**config.mk**
```make
export PLATFORM = sky130hd
export DESIGN_NAME = sobel_block_threshold_ctrl_flat
export DESIGN_NICKNAME = d
export VERILOG_FILES = /design/src/rtl/sobel_pkg.sv /design/src/rtl/sobel_block_threshold_ctrl_if.sv /design/src/rtl/sobel_mag_buffer.sv /design/src/rtl/sobel_block_threshold_ctrl.sv /design/src/flat_wrapper.sv
export SDC_FILE = /design/constraint.sdc
export NUM_CORES = 2
export LEC_CHECK = 0
export ABC_AREA = 1
export CELL_PAD_IN_SITES_DETAIL_PLACEMENT = 0
export CELL_PAD_IN_SITES_GLOBAL_PLACEMENT = 1
export CORE_MARGIN = 4
export CORE_UTILIZATION = 40
export CTS_CLUSTER_DIAMETER = 60
export DETAILED_ROUTE_END_ITERATION = 8
export PLACE_DENSITY_LB_ADDON = 0.3
export SLEW_MARGIN = 10
export SYNTH_ARGS = -nofsm -noshare
export SYNTH_HDL_FRONTEND = slang
export SYNTH_SLANG_ARGS = --single-unit
```
**constraint.sdc**
```tcl
create_clock -name clk -period 49.3 [get_ports clk]
set_input_delay 14.79 -clock clk [delete_from_list [all_inputs] [get_ports clk]]
set_output_delay 14.79 -clock clk [all_outputs]
set_load 0.05 [all_outputs]
```
**src/rtl/sobel_pkg.sv**
```systemverilog
// Shared types and helpers for the Sobel block-threshold controller.
//   state_t    : controller FSM states (IDLE, CONV, SQRT, MEAN, EMIT)
//   idx_width  : bits needed to index a block of windows
//   sum_width  : magnitude accumulator width, root width + $clog2(count)
//   abs64      : absolute value of a sign-extended gradient (up to 63 bits)
package sobel_pkg;

  typedef enum logic [2:0] {
    IDLE = 3'd0,
    CONV = 3'd1,
    SQRT = 3'd2,
    MEAN = 3'd3,
    EMIT = 3'd4
  } state_t;

  function automatic int idx_width(input int count);
    return (count > 1) ? $clog2(count) : 1;
  endfunction

  // Sum of count roots, each below 2^root_w, never needs more bits than this.
  function automatic int sum_width(input int root_w, input int count);
    return root_w + $clog2(count);
  endfunction

  // Callers sign-extend to 64 bits and keep the low CONV_W bits of the
  // result, so the most-negative gradient maps to 2^(CONV_W-1).
  function automatic logic [63:0] abs64(input logic signed [63:0] value);
    return value[63] ? 64'(-value) : 64'(value);
  endfunction

endpackage

```
**src/rtl/sobel_block_threshold_ctrl_if.sv**
```systemverilog
// Bus bundle for sobel_block_threshold_ctrl.
//   window stream : win_valid, win_ready, win_data (row-major 3x3, elem k at k*DATA_W)
//   convolvers    : conv_valid, conv_{x,y}_{pos,neg}, conv_ready_{x,y}, edge_{x,y}
//   square root   : sqrt_valid, sqrt_num, sqrt_done, sqrt_root
//   pixel stream  : pix_valid, pix_ready, pix_data, pix_last, done
// Modport master is the controller; slave is the surrounding datapath.
interface sobel_block_threshold_ctrl_if #(
  parameter int DATA_W     = 24,
  parameter int CONV_W     = 29,
  parameter int SQRT_IN_W  = 60,
  parameter int SQRT_OUT_W = 30
);

  logic                    win_valid;
  logic                    win_ready;
  logic [9*DATA_W-1:0]     win_data;

  logic                    conv_valid;
  logic [3*DATA_W-1:0]     conv_x_pos;
  logic [3*DATA_W-1:0]     conv_x_neg;
  logic [3*DATA_W-1:0]     conv_y_pos;
  logic [3*DATA_W-1:0]     conv_y_neg;
  logic                    conv_ready_x;
  logic                    conv_ready_y;
  logic [CONV_W-1:0]       edge_x;
  logic [CONV_W-1:0]       edge_y;

  logic                    sqrt_valid;
  logic [SQRT_IN_W-1:0]    sqrt_num;
  logic                    sqrt_done;
  logic [SQRT_OUT_W-1:0]   sqrt_root;

  logic                    pix_valid;
  logic                    pix_ready;
  logic [DATA_W-1:0]       pix_data;
  logic                    pix_last;
  logic                    done;

  modport master (
    input  win_valid, win_data, conv_ready_x, conv_ready_y, edge_x, edge_y,
           sqrt_done, sqrt_root, pix_ready,
    output win_ready, conv_valid, conv_x_pos, conv_x_neg, conv_y_pos, conv_y_neg,
           sqrt_valid, sqrt_num, pix_valid, pix_data, pix_last, done
  );

  modport slave (
    output win_valid, win_data, conv_ready_x, conv_ready_y, edge_x, edge_y,
           sqrt_done, sqrt_root, pix_ready,
    input  win_ready, conv_valid, conv_x_pos, conv_x_neg, conv_y_pos, conv_y_neg,
           sqrt_valid, sqrt_num, pix_valid, pix_data, pix_last, done
  );

endinterface

```
**src/rtl/sobel_mag_buffer.sv**
```systemverilog
// Per-block magnitude store with running sum.
//   clk, reset       : clock, asynchronous active-high reset
//   wr_en/idx/data   : store one root and add it to the sum
//   clr              : zero the sum (start of a new block)
//   rd_idx, rd_data  : asynchronous read of a stored magnitude
//   sum              : running sum of the roots written since the last clear
module sobel_mag_buffer #(
  parameter int COUNT = 9,
  parameter int W     = 30,
  parameter int IDX_W = 4,
  parameter int SUM_W = 34
) (
  input  logic             clk,
  input  logic             reset,
  input  logic             wr_en,
  input  logic [IDX_W-1:0] wr_idx,
  input  logic [W-1:0]     wr_data,
  input  logic             clr,
  input  logic [IDX_W-1:0] rd_idx,
  output logic [W-1:0]     rd_data,
  output logic [SUM_W-1:0] sum
);

  logic [W-1:0] mem [COUNT];

  // NOTE: the store has no reset; every entry is rewritten before the block
  // reads it, and state is updated with non-blocking assignments only.
  always_ff @(posedge clk) begin
    if (wr_en) mem[wr_idx] <= wr_data;
  end

  always_ff @(posedge clk or posedge reset) begin
    if (reset)      sum <= '0;
    else if (clr)   sum <= '0;
    else if (wr_en) sum <= sum + SUM_W'(wr_data);
  end

  assign rd_data = mem[rd_idx];

endmodule

```
**src/rtl/sobel_block_threshold_ctrl.sv**
```systemverilog
// Handshaked Sobel edge controller: feeds 3x3 windows to external X/Y
// convolvers, sends |Gx|^2+|Gy|^2 to an external square-root unit, buffers
// one magnitude per window and, after WINDOW_COUNT windows, streams one
// binary pixel per window against the block-mean threshold.
//   clk, reset : clock, asynchronous active-high reset
//   bus        : sobel_block_threshold_ctrl_if.master (all handshakes)
// Build option: SOBEL_ROUND_DIV_EN rounds the mean half up instead of flooring.
// SQRT_IN_W must be at least 2*CONV_W+1 and CONV_W at most 63.
module sobel_block_threshold_ctrl
  import sobel_pkg::*;
#(
  parameter int              DATA_W       = 24,
  parameter int              WINDOW_COUNT = 9,
  parameter int              CONV_W       = 29,
  parameter int              SQRT_IN_W    = 60,
  parameter int              SQRT_OUT_W   = 30,
  parameter logic [DATA_W-1:0] PIX_EDGE   = {DATA_W{1'b0}},
  parameter logic [DATA_W-1:0] PIX_BG     = {DATA_W{1'b1}}
) (
  input  logic clk,
  input  logic reset,
  sobel_block_threshold_ctrl_if.master bus
);

  localparam int IDX_W = idx_width(WINDOW_COUNT);
  localparam int SUM_W = sum_width(SQRT_OUT_W, WINDOW_COUNT);
  localparam int SQ_W  = 2 * CONV_W + 1;
  localparam logic [IDX_W-1:0] LAST_IDX = IDX_W'(WINDOW_COUNT - 1);

  state_t                  state;
  logic [IDX_W-1:0]        idx;
  logic                    win_ready_q;
  logic                    conv_valid_q;
  logic [3*DATA_W-1:0]     x_pos_q, x_neg_q, y_pos_q, y_neg_q;
  logic [CONV_W-1:0]       gx_q, gy_q;
  logic                    got_x, got_y;
  logic                    sqrt_valid_q;
  logic [SQRT_IN_W-1:0]    sqrt_num_q;
  logic [SQRT_OUT_W-1:0]   thr_q;
  logic                    pix_valid_q;
  logic [DATA_W-1:0]       pix_data_q;
  logic                    pix_last_q;
  logic                    done_q;

  // Window taps; the centre tap carries zero weight in both kernels.
  logic [DATA_W-1:0] w0, w1, w2, w3, w5, w6, w7, w8, unused_center;
  assign w0 = bus.win_data[0*DATA_W +: DATA_W];
  assign w1 = bus.win_data[1*DATA_W +: DATA_W];
  assign w2 = bus.win_data[2*DATA_W +: DATA_W];
  assign w3 = bus.win_data[3*DATA_W +: DATA_W];
  assign unused_center = bus.win_data[4*DATA_W +: DATA_W];
  assign w5 = bus.win_data[5*DATA_W +: DATA_W];
  assign w6 = bus.win_data[6*DATA_W +: DATA_W];
  assign w7 = bus.win_data[7*DATA_W +: DATA_W];
  assign w8 = bus.win_data[8*DATA_W +: DATA_W];

  // Radicand from the captured gradients, exact in 2*CONV_W+1 bits.
  logic [CONV_W-1:0] abs_x, abs_y;
  logic [SQ_W-1:0]   radicand;
  assign abs_x    = CONV_W'(abs64({{(64-CONV_W){gx_q[CONV_W-1]}}, gx_q}));
  assign abs_y    = CONV_W'(abs64({{(64-CONV_W){gy_q[CONV_W-1]}}, gy_q}));
  assign radicand = SQ_W'(abs_x) * SQ_W'(abs_x) + SQ_W'(abs_y) * SQ_W'(abs_y);

  // Magnitude store and accumulator.
  logic                  mag_wr;
  logic                  sum_clr;
  logic                  advance;
  logic [IDX_W-1:0]      rd_idx;
  logic [SQRT_OUT_W-1:0] rd_mag;
  logic [SUM_W-1:0]      sum;

  assign mag_wr  = (state == SQRT) && sqrt_valid_q && bus.sqrt_done;
  assign sum_clr = (state == MEAN);
  // Look one entry ahead on a pixel handshake so the next pixel is loaded
  // in the same edge, without a bubble.
  assign advance = (state == EMIT) && pix_valid_q && bus.pix_ready && !pix_last_q;
  assign rd_idx  = advance ? idx + IDX_W'(1) : idx;

  sobel_mag_buffer #(
    .COUNT (WINDOW_COUNT),
    .W     (SQRT_OUT_W),
    .IDX_W (IDX_W),
    .SUM_W (SUM_W)
  ) u_mag_buffer (
    .clk     (clk),
    .reset   (reset),
    .wr_en   (mag_wr),
    .wr_idx  (idx),
    .wr_data (bus.sqrt_root),
    .clr     (sum_clr),
    .rd_idx  (rd_idx),
    .rd_data (rd_mag),
    .sum     (sum)
  );

  // Block threshold: mean of the stored roots, divided by a constant.
`ifdef SOBEL_ROUND_DIV_EN
  logic [SUM_W:0] thr_full;
  assign thr_full = ({1'b0, sum} + (SUM_W+1)'(WINDOW_COUNT / 2)) / (SUM_W+1)'(WINDOW_COUNT);
`else
  logic [SUM_W-1:0] thr_full;
  assign thr_full = sum / SUM_W'(WINDOW_COUNT);
`endif

  logic [DATA_W-1:0] pix_next;
  assign pix_next = (rd_mag > thr_q) ? PIX_EDGE : PIX_BG;

  always_ff @(posedge clk or posedge reset) begin
    if (reset) begin
      state        <= IDLE;
      idx          <= '0;
      win_ready_q  <= 1'b0;
      conv_valid_q <= 1'b0;
      x_pos_q      <= '0;
      x_neg_q      <= '0;
      y_pos_q      <= '0;
      y_neg_q      <= '0;
      gx_q         <= '0;
      gy_q         <= '0;
      got_x        <= 1'b0;
      got_y        <= 1'b0;
      sqrt_valid_q <= 1'b0;
      sqrt_num_q   <= '0;
      thr_q        <= '0;
      pix_valid_q  <= 1'b0;
      pix_data_q   <= '0;
      pix_last_q   <= 1'b0;
      done_q       <= 1'b0;
    end else begin
      done_q <= 1'b0;
      unique case (state)
        IDLE: begin
          if (win_ready_q && bus.win_valid) begin
            win_ready_q  <= 1'b0;
            x_pos_q      <= {w2, w5, w8};
            x_neg_q      <= {w0, w3, w6};
            y_pos_q      <= {w0, w1, w2};
            y_neg_q      <= {w6, w7, w8};
            conv_valid_q <= 1'b1;
            state        <= CONV;
          end else begin
            win_ready_q  <= 1'b1;
          end
        end

        CONV: begin
          if (got_x && got_y) begin
            got_x        <= 1'b0;
            got_y        <= 1'b0;
            conv_valid_q <= 1'b0;
            state        <= SQRT;
          end else begin
            if (bus.conv_ready_x && !got_x) begin
              gx_q  <= bus.edge_x;
              got_x <= 1'b1;
            end
            if (bus.conv_ready_y && !got_y) begin
              gy_q  <= bus.edge_y;
              got_y <= 1'b1;
            end
          end
        end

        SQRT: begin
          if (!sqrt_valid_q) begin
            sqrt_num_q   <= SQRT_IN_W'(radicand);
            sqrt_valid_q <= 1'b1;
          end else if (bus.sqrt_done) begin
            sqrt_valid_q <= 1'b0;
            if (idx == LAST_IDX) begin
              idx   <= '0;
              state <= MEAN;
            end else begin
              idx         <= idx + IDX_W'(1);
              win_ready_q <= 1'b1;
              state       <= IDLE;
            end
          end
        end

        MEAN: begin
          thr_q <= SQRT_OUT_W'(thr_full);
          state <= EMIT;
        end

        EMIT: begin
          if (!pix_valid_q) begin
            pix_valid_q <= 1'b1;
            pix_data_q  <= pix_next;
            pix_last_q  <= (rd_idx == LAST_IDX);
          end else if (bus.pix_ready) begin
            if (pix_last_q) begin
              pix_valid_q <= 1'b0;
              pix_data_q  <= '0;
              pix_last_q  <= 1'b0;
              done_q      <= 1'b1;
              idx         <= '0;
              win_ready_q <= 1'b1;
              state       <= IDLE;
            end else begin
              idx        <= rd_idx;
              pix_data_q <= pix_next;
              pix_last_q <= (rd_idx == LAST_IDX);
            end
          end
        end

        default: state <= IDLE;
      endcase
    end
  end

  assign bus.win_ready  = win_ready_q;
  assign bus.conv_valid = conv_valid_q;
  assign bus.conv_x_pos = x_pos_q;
  assign bus.conv_x_neg = x_neg_q;
  assign bus.conv_y_pos = y_pos_q;
  assign bus.conv_y_neg = y_neg_q;
  assign bus.sqrt_valid = sqrt_valid_q;
  assign bus.sqrt_num   = sqrt_num_q;
  assign bus.pix_valid  = pix_valid_q;
  assign bus.pix_data   = pix_data_q;
  assign bus.pix_last   = pix_last_q;
  assign bus.done       = done_q;

endmodule

```
**src/flat_wrapper.sv**
```systemverilog
// flat-port wrapper written by rule: the top's interface ports become plain ports
module sobel_block_threshold_ctrl_flat import sobel_pkg::*;
#(
  parameter int              DATA_W       = 24,
  parameter int              WINDOW_COUNT = 9,
  parameter int              CONV_W       = 29,
  parameter int              SQRT_IN_W    = 60,
  parameter int              SQRT_OUT_W   = 30,
  parameter logic [DATA_W-1:0] PIX_EDGE   = {DATA_W{1'b0}},
  parameter logic [DATA_W-1:0] PIX_BG     = {DATA_W{1'b1}}
)
  (clk, reset, bus_win_valid, bus_win_data, bus_conv_ready_x, bus_conv_ready_y, bus_edge_x, bus_edge_y, bus_sqrt_done, bus_sqrt_root, bus_pix_ready, bus_win_ready, bus_conv_valid, bus_conv_x_pos, bus_conv_x_neg, bus_conv_y_pos, bus_conv_y_neg, bus_sqrt_valid, bus_sqrt_num, bus_pix_valid, bus_pix_data, bus_pix_last, bus_done);
  sobel_block_threshold_ctrl_if #(.DATA_W(DATA_W), .CONV_W(CONV_W), .SQRT_IN_W(SQRT_IN_W), .SQRT_OUT_W(SQRT_OUT_W)) bus_i ();
  input  logic clk;
  input  logic reset;
  input wire logic [$bits(bus_i.win_valid)-1:0] bus_win_valid;
  input wire logic [$bits(bus_i.win_data)-1:0] bus_win_data;
  input wire logic [$bits(bus_i.conv_ready_x)-1:0] bus_conv_ready_x;
  input wire logic [$bits(bus_i.conv_ready_y)-1:0] bus_conv_ready_y;
  input wire logic [$bits(bus_i.edge_x)-1:0] bus_edge_x;
  input wire logic [$bits(bus_i.edge_y)-1:0] bus_edge_y;
  input wire logic [$bits(bus_i.sqrt_done)-1:0] bus_sqrt_done;
  input wire logic [$bits(bus_i.sqrt_root)-1:0] bus_sqrt_root;
  input wire logic [$bits(bus_i.pix_ready)-1:0] bus_pix_ready;
  output wire logic [$bits(bus_i.win_ready)-1:0] bus_win_ready;
  output wire logic [$bits(bus_i.conv_valid)-1:0] bus_conv_valid;
  output wire logic [$bits(bus_i.conv_x_pos)-1:0] bus_conv_x_pos;
  output wire logic [$bits(bus_i.conv_x_neg)-1:0] bus_conv_x_neg;
  output wire logic [$bits(bus_i.conv_y_pos)-1:0] bus_conv_y_pos;
  output wire logic [$bits(bus_i.conv_y_neg)-1:0] bus_conv_y_neg;
  output wire logic [$bits(bus_i.sqrt_valid)-1:0] bus_sqrt_valid;
  output wire logic [$bits(bus_i.sqrt_num)-1:0] bus_sqrt_num;
  output wire logic [$bits(bus_i.pix_valid)-1:0] bus_pix_valid;
  output wire logic [$bits(bus_i.pix_data)-1:0] bus_pix_data;
  output wire logic [$bits(bus_i.pix_last)-1:0] bus_pix_last;
  output wire logic [$bits(bus_i.done)-1:0] bus_done;
  assign bus_i.win_valid = bus_win_valid;
  assign bus_i.win_data = bus_win_data;
  assign bus_i.conv_ready_x = bus_conv_ready_x;
  assign bus_i.conv_ready_y = bus_conv_ready_y;
  assign bus_i.edge_x = bus_edge_x;
  assign bus_i.edge_y = bus_edge_y;
  assign bus_i.sqrt_done = bus_sqrt_done;
  assign bus_i.sqrt_root = bus_sqrt_root;
  assign bus_i.pix_ready = bus_pix_ready;
  assign bus_win_ready = bus_i.win_ready;
  assign bus_conv_valid = bus_i.conv_valid;
  assign bus_conv_x_pos = bus_i.conv_x_pos;
  assign bus_conv_x_neg = bus_i.conv_x_neg;
  assign bus_conv_y_pos = bus_i.conv_y_pos;
  assign bus_conv_y_neg = bus_i.conv_y_neg;
  assign bus_sqrt_valid = bus_i.sqrt_valid;
  assign bus_sqrt_num = bus_i.sqrt_num;
  assign bus_pix_valid = bus_i.pix_valid;
  assign bus_pix_data = bus_i.pix_data;
  assign bus_pix_last = bus_i.pix_last;
  assign bus_done = bus_i.done;
  sobel_block_threshold_ctrl #(.DATA_W(DATA_W), .WINDOW_COUNT(WINDOW_COUNT), .CONV_W(CONV_W), .SQRT_IN_W(SQRT_IN_W), .SQRT_OUT_W(SQRT_OUT_W), .PIX_EDGE(PIX_EDGE), .PIX_BG(PIX_BG)) u_core (.clk(clk), .reset(reset), .bus(bus_i));
endmodule
```
[Word level (Yosys, flattened, before mapping)]
Memories as Yosys holds them, arrays and structs flattened.
Index checks and enable logic that the tools add are counted.
Storage, ports and cells
  RAM bits: 270
  memories kept: 1
  output and inout port bits: 378
  word-level logic and storage cells: 131
  input port bits: 311
  flip-flop bits (word level): 508
Cells by class
  reduce and logical (&&, ||, !) cells: 30
  add/subtract/negate cells: 5
  $lt $le $gt $ge: 1
  mux-type cells: 54
  div/mod/pow operators: 1
  $mul: 2
  bitwise logic cells: 2
  equality and inequality tests: 15
Memory list
  u_core.u_mag_buffer.mem: depth 9, bits a word 30, read ports 1, clocked after memory_dff 0, wr ports 1, line sobel_mag_buffer.sv:24  | logic [W-1:0] mem [COUNT];
Operator list (number)
  $mul 29x29->58: 2
  $mux 24: 4
  $mux 34: 2
  $add 58x58->59: 1
  $mux 29: 2
  $neg 29->29: 2
  $add 34x30->34: 1
  $div 34x4->34 const B: 1
  $gt 30x30->1: 1
  $mux 4: 7
  $mux 1: 27
  $mux 3: 7
  $pmux 3 s5: 1
  $reduce_and 7->1: 2
  $ne 2x1->1 const B: 5
  $reduce_and 2->1: 5
  $reduce_bool 2->1: 5
  $logic_and 1x1->1: 9
  $reduce_and 3->1: 3
  $eq 4x4->1 const B: 2
  $ne 2x2->1 const B: 4
  $pmux 4 s2: 1
  $eq 3x2->1 const B: 2
  $reduce_and 5->1: 1
  other kinds (10): 13

[Depth between registers and ports, before layout]
An unclocked memory read counts as a cell.
  word-level depth: 11
  depth in mapped cells: 159
  mapped depth without buffers: 159

[Hierarchy]
Synthesis repeated with hierarchy kept, for this count alone.
Unflattened totals
  cells, all modules: 8695
  area, all modules: 79472.5 sq um
Modules (own cells, without submodules)
  sobel_block_threshold_ctrl: instances 1, seq. area each 8883.5 sq um, area each 65325.2 sq um, cells each 7409
  sobel_mag_buffer: instances 1, seq. area each 8958.6 sq um, area each 14147.3 sq um, cells each 1286

[Worst setup path before layout]
No wires, ideal clock.
  kind: in2reg
  start point: in bus_sqrt_root[2]
  end point: reg u_core.u_mag_buffer.sum[33]
  setup slack: 29.971 ns
  setup time: 0.123 ns
  buffers on the path: 0
  stages on the path: 52
  data required time: 49.177 ns
  arrival: 19.206 ns
  path through: ha_1 -> inv_1 -> nor2_1 -> nor2_1 -> nor2_1 -> nor2_1 -> o21ai_0 -> inv_1 -> o21ai_0 -> inv_1 -> nor2_1 -> o21ai_0 -> nand2_1 -> nand3_1 -> nand2_1 -> nand2_1 -> inv_1 -> o21ai_0 -> (+16 left out) -> inv_1 -> o21ai_0 -> nand2_1 -> nand2_1 -> inv_1 -> nor2_1 -> inv_1 -> a21oi_1 -> nor2_1 -> inv_1 -> o21ai_0 -> inv_1 -> o21ai_0 -> nand3_1 -> o21ai_0 -> nand4_1 -> o21ai_0 -> a21oi_1
On the way
  cells in the longest elaborated chain, start to end: 3
Ends and longest elaborated chain
  start: declaration: line flat_wrapper.sv:23  | input wire logic [$bits(bus_i.sqrt_root)-1:0] bus_sqrt_root;
  $add 34x30->34: line sobel_mag_buffer.sv:35  | else if (wr_en) sum <= sum + SUM_W'(wr_data);
  $mux 34: line sobel_mag_buffer.sv:35
  $mux 34: line sobel_mag_buffer.sv:34  | else if (clr) sum <= '0;
  end signal: assignment: line sobel_mag_buffer.sv:35
  end: declaration: line sobel_mag_buffer.sv:21  | output logic [SUM_W-1:0] sum
No other way between the ends. The select of a mux whose other input is x is not followed.
A chain may end at the register's enable or synchronous reset.

[Worst setup path after layout]
  start point: in bus_pix_ready
  end point: reg u_core.pix_data_q[22], in the netlist u_core.bus.pix_data[22]
On the way
  cells in the longest elaborated chain, start to end: 9
  elaborated cells between the ends (all ways): 11
  classes of those cells: 1 x order compare; 1 x eq/ne; 5 x mux; 3 x reduce/logical; 1 x memory
Ends and longest elaborated chain
  start: declaration: line flat_wrapper.sv:24  | input wire logic [$bits(bus_i.pix_ready)-1:0] bus_pix_ready;
  $logic_and 1x1->1 (2 in a row): line sobel_block_threshold_ctrl.sv:76  | assign advance = (state == EMIT) && pix_valid_q && bus.pix_ready && !pix_last_q;
  $mux 4: line sobel_block_threshold_ctrl.sv:77  | assign rd_idx = advance ? idx + IDX_W'(1) : idx;
  $mem_v2 9x30
  $gt 30x30->1: line sobel_block_threshold_ctrl.sv:106  | assign pix_next = (rd_mag > thr_q) ? PIX_EDGE : PIX_BG;
  $mux 24: line sobel_block_threshold_ctrl.sv:106
  $mux 24: line sobel_block_threshold_ctrl.sv:192  | if (pix_last_q) begin
  $mux 24: line sobel_block_threshold_ctrl.sv:191  | end else if (bus.pix_ready) begin
  $mux 24: line sobel_block_threshold_ctrl.sv:187  | if (!pix_valid_q) begin
  end signal: assignment: line sobel_block_threshold_ctrl.sv:189  | pix_data_q <= pix_next;
  end signal: assignment: line sobel_block_threshold_ctrl.sv:202  | pix_data_q <= pix_next;
  end: declaration: line sobel_block_threshold_ctrl.sv:41  | logic [DATA_W-1:0] pix_data_q;
Several ways; a longest one is shown, not always the timed one. The select of a mux whose other input is x is not followed.

==> qor.txt <==
Clock root buffer master - sky130_fd_sc_hd__clkbuf_16
# resized after CTS - 0
Total core area - 0.193 mm^2
Sequential element share of the synthesized area - 22.9%
Period minus WS final - 20.74 ns
Final sum of negative setup slack - 0 ns
Element type at the critical path end - flip-flop
Number of warnings reported in the yosys synthesis log - 0
Library cell with the largest summed area after synthesis - sky130_fd_sc_hd__fa_1
Global placer's final weighted congestion - 1.06
Gr usage total - 26.6%
Number of global-route vias before repair - 63.7k
Io pins - 689
Clock tree from TritonCTS - built
Starting DRC count in detailed routing - 3464
Share of synthesized flip-flops with an asynchronous set or reset - 59.0%
Die outline area - 0.202 mm^2
Pins over their slew limit - 0
Width of the die - 450 um
Clk_lat worst skew - 0.75 ns
Final setup viols - 0
Peak clock frequency supported by timing - 0.0482 GHz
Max H-tree Level - 3
Avg Cell Area, Syn - 9.18 um^2
Effective utilization at floorplan - 40.4%
Category of cells accounting for the largest share of critical-path delay - compound AO/OA/AOI/OAI gates
Most used flip-flop cell after synthesis - sky130_fd_sc_hd__dfrtp_1
Highest fanout seen on the critical path - 62
Delay contributed by the slowest stage of the critical path - 0.63 ns
Max-Cap Viols - 0
Remaining Overflow, GRT - 0
Library cells used by synthesis - 62
CP startpoint kind - primary input
Clk slew on worst S/H paths - 0.06 ns
Class of the most critical hold timing path - flip-flop to flip-flop
Seq cells post-synth - 659
Num Clock Sinks - 659
Setup Skew - 0.0549 ns
Placement Setup Slack - 27.78 ns
Pin count of the biggest net entering global routing - 152
Per-cell routed wire length - 22.7 um
Result of the run - completed
Fraction of the core area covered by cells at the end of the flow - 46.8%
Area contributors post-synth - sky130_fd_sc_hd__fa_1 (36%), sky130_fd_sc_hd__dfrtp_1 (12%), sky130_fd_sc_hd__edfxtp_1 (10%)
Required time reported for the critical path endpoint - 49.95 ns
RSZ-0062 raised after global routing - false
Worst Path Arrival - 21.39 ns
Tightest slew margin relative to the limit - 26.5%
Final Hold Violating Endpoints - 0
TritonCTS Buffers - 94
Top cells by count, synth - sky130_fd_sc_hd__inv_1 (1894), sky130_fd_sc_hd__nand2_1 (1646), sky130_fd_sc_hd__fa_1 (1419)
Number of instances in the synthesized netlist - 8502
Synthesis-to-finish area growth - 15.9%
WS Path Type - primary input to flip-flop
Cell with the biggest individual delay on the critical path - sky130_fd_sc_hd__buf_4
Area fraction of the dominant cell type after synthesis - 36.4%
Detailed placer's ending HPWL - 218 mm
Post-synth EDFFs - 270
Most repeated cell in the gate-level netlist after synthesis - sky130_fd_sc_hd__inv_1
Slew at the pin with the worst max-slew slack - 1.10 ns
Final wirelength - 265 mm
FP Rows - 161
Final Net Count - 11.3k
Y dimension of the die - 450 um
Deepest clock path buffer count - 3
Cell with the most instances on the worst path - sky130_fd_sc_hd__nand2_1
Fraction of final layout cells sized beyond drive strength 1 - 5.69%
Bufs and invs on worst path - 5
PnR worst setup slack - 28.56 ns
Global-route wire length before repair - 398 mm
Vias per Instance - 4.97
Detailed-router iteration count before antenna repair - 5
Post-synthesis instance area - 0.0780 mm^2
Antenna violations before repair - 51
Vias - 58.0k
Number of buffers added to fix hold violations after cts - 0
Final period util - 42.1%
Post-route antenna net violation count - 0
Setup Buffers After CTS - 0
Total DRC errors in the routed layout - 0
PortBufs - 663
## state kept, by name, summed over array words and instances, names as in the netlist
register	count
u_core.u_mag_buffer.mem	270
u_core.bus.conv_y_neg	71
u_core.bus.conv_y_pos	71
u_core.bus.sqrt_num	59
u_core.u_mag_buffer.sum	34
u_core.thr_q	30
u_core.gx_q	29
u_core.gy_q	29
u_core.bus.conv_x_neg	26
u_core.bus.conv_x_pos	24
u_core.idx	4
u_core.state	3
u_core.bus.conv_valid	1
u_core.bus.done	1
u_core.bus.pix_data	1
u_core.bus.pix_last	1
u_core.bus.pix_valid	1
u_core.bus.sqrt_valid	1
u_core.bus.win_ready	1
u_core.got_x	1
u_core.got_y	1
## per-layer routing
layer / up-vias / GRT usage, % / part of all wire, %
met5: - / 0 / 0.073
met1: 29400 / 29.3 / 35
met4: 26 / 12.7 / 6.1
met2: 1587 / 48.4 / 52
li1: 26500 / - / -
met3: 492 / 5.73 / 6.4
## layout make-up
type,count,area [um^2]
sequential,659,17800
clock inverter,54,813
clock buffer,121,2560
timing repair buffer,765,7430
antenna,19,47.5
fill,18600,103000
inverter,1954,7370
tap,2526,3160
multi-input combinational,5562,51300
## layout by cell type (no fill, tap or decap), drive strengths merged, types with 59 or more instances in the layout
cell and instances:
a21oi 177, buf 102, clkbuf 121, clkdlybuf4s50 663, dfrtp 389, edfxtp 270, fa 1419, ha 498
inv 1944, nand2 1756, nand3 263, nor2 746, o2111ai 59, o21ai 257
## per-stage QoR
stage               cell area, um^2  hold WS (ns)  cells
floorplan                     78200         0.487   8548
global placement              87100         0.453  11500
detailed placement            87100         0.459  11500
CTS                           90400         0.474  11600
global route                  90400         0.485  11600
finish                        90500         0.467  11700
## cell families after synthesis
group | after synthesis | share of synthesized area [%]
buffers and inverters | 2327 | 11.8
muxes | 17 | 0.242
AOI/OAI and AO/OA | 603 | 4.47
other | 2 | 0.00962
and+or+nand+nor | 2919 | 15.6
adders and majority gates | 1917 | 44.4
xor gates and xnor gates | 58 | 0.651
DFF | 659 | 22.9
## worst register-to-register path, delay by kind of cell (launching register included)
| family | cells | cell delay [ns] |
|---|---|---|
| and+or+nand+nor | 13 | 2.47 |
| AOI/OAI and AO/OA | 16 | 3.43 |
| xor gates and xnor gates | 1 | 0.21 |
| buffers and inverters | 18 | 2.72 |
| adders and majority gates | 11 | 5.24 |
| DFF | 1 | 0.63 |
## final timing paths
| kind | startpoint | slack (ns) | cells after the start | end |
|---|---|---|---|---|
| setup / recovery | bus_pix_ready | 28.56 | 27 | u_core.bus.pix_data[22]$_DFFE_PP0P_ |
| hold / removal | u_core.bus.conv_y_neg[41]$_DFFE_PP0P_ | 0.47 | 2 | u_core.bus.conv_y_neg[41]$_DFFE_PP0P_ |
| setup reg to reg | u_core.gy_q[0]$_DFFE_PP0P_ | 34.46 | 59 | u_core.bus.sqrt_num[57]$_DFFE_PP0P_ |
| hold reg to reg | u_core.bus.conv_y_neg[41]$_DFFE_PP0P_ | 0.47 | 2 | u_core.bus.conv_y_neg[41]$_DFFE_PP0P_ |
| max in group asynchronous | reset | 32.58 | 4 | u_core.bus.conv_x_neg[47]$_DFFE_PP0P_ |
| min in group asynchronous | reset | 14.56 | 2 | u_core.got_x$_DFFE_PP0P_ |
Power is left out: the tool's default activity adds up to more than one toggle a clock period on the data nets, which glitch-free logic cannot reach.
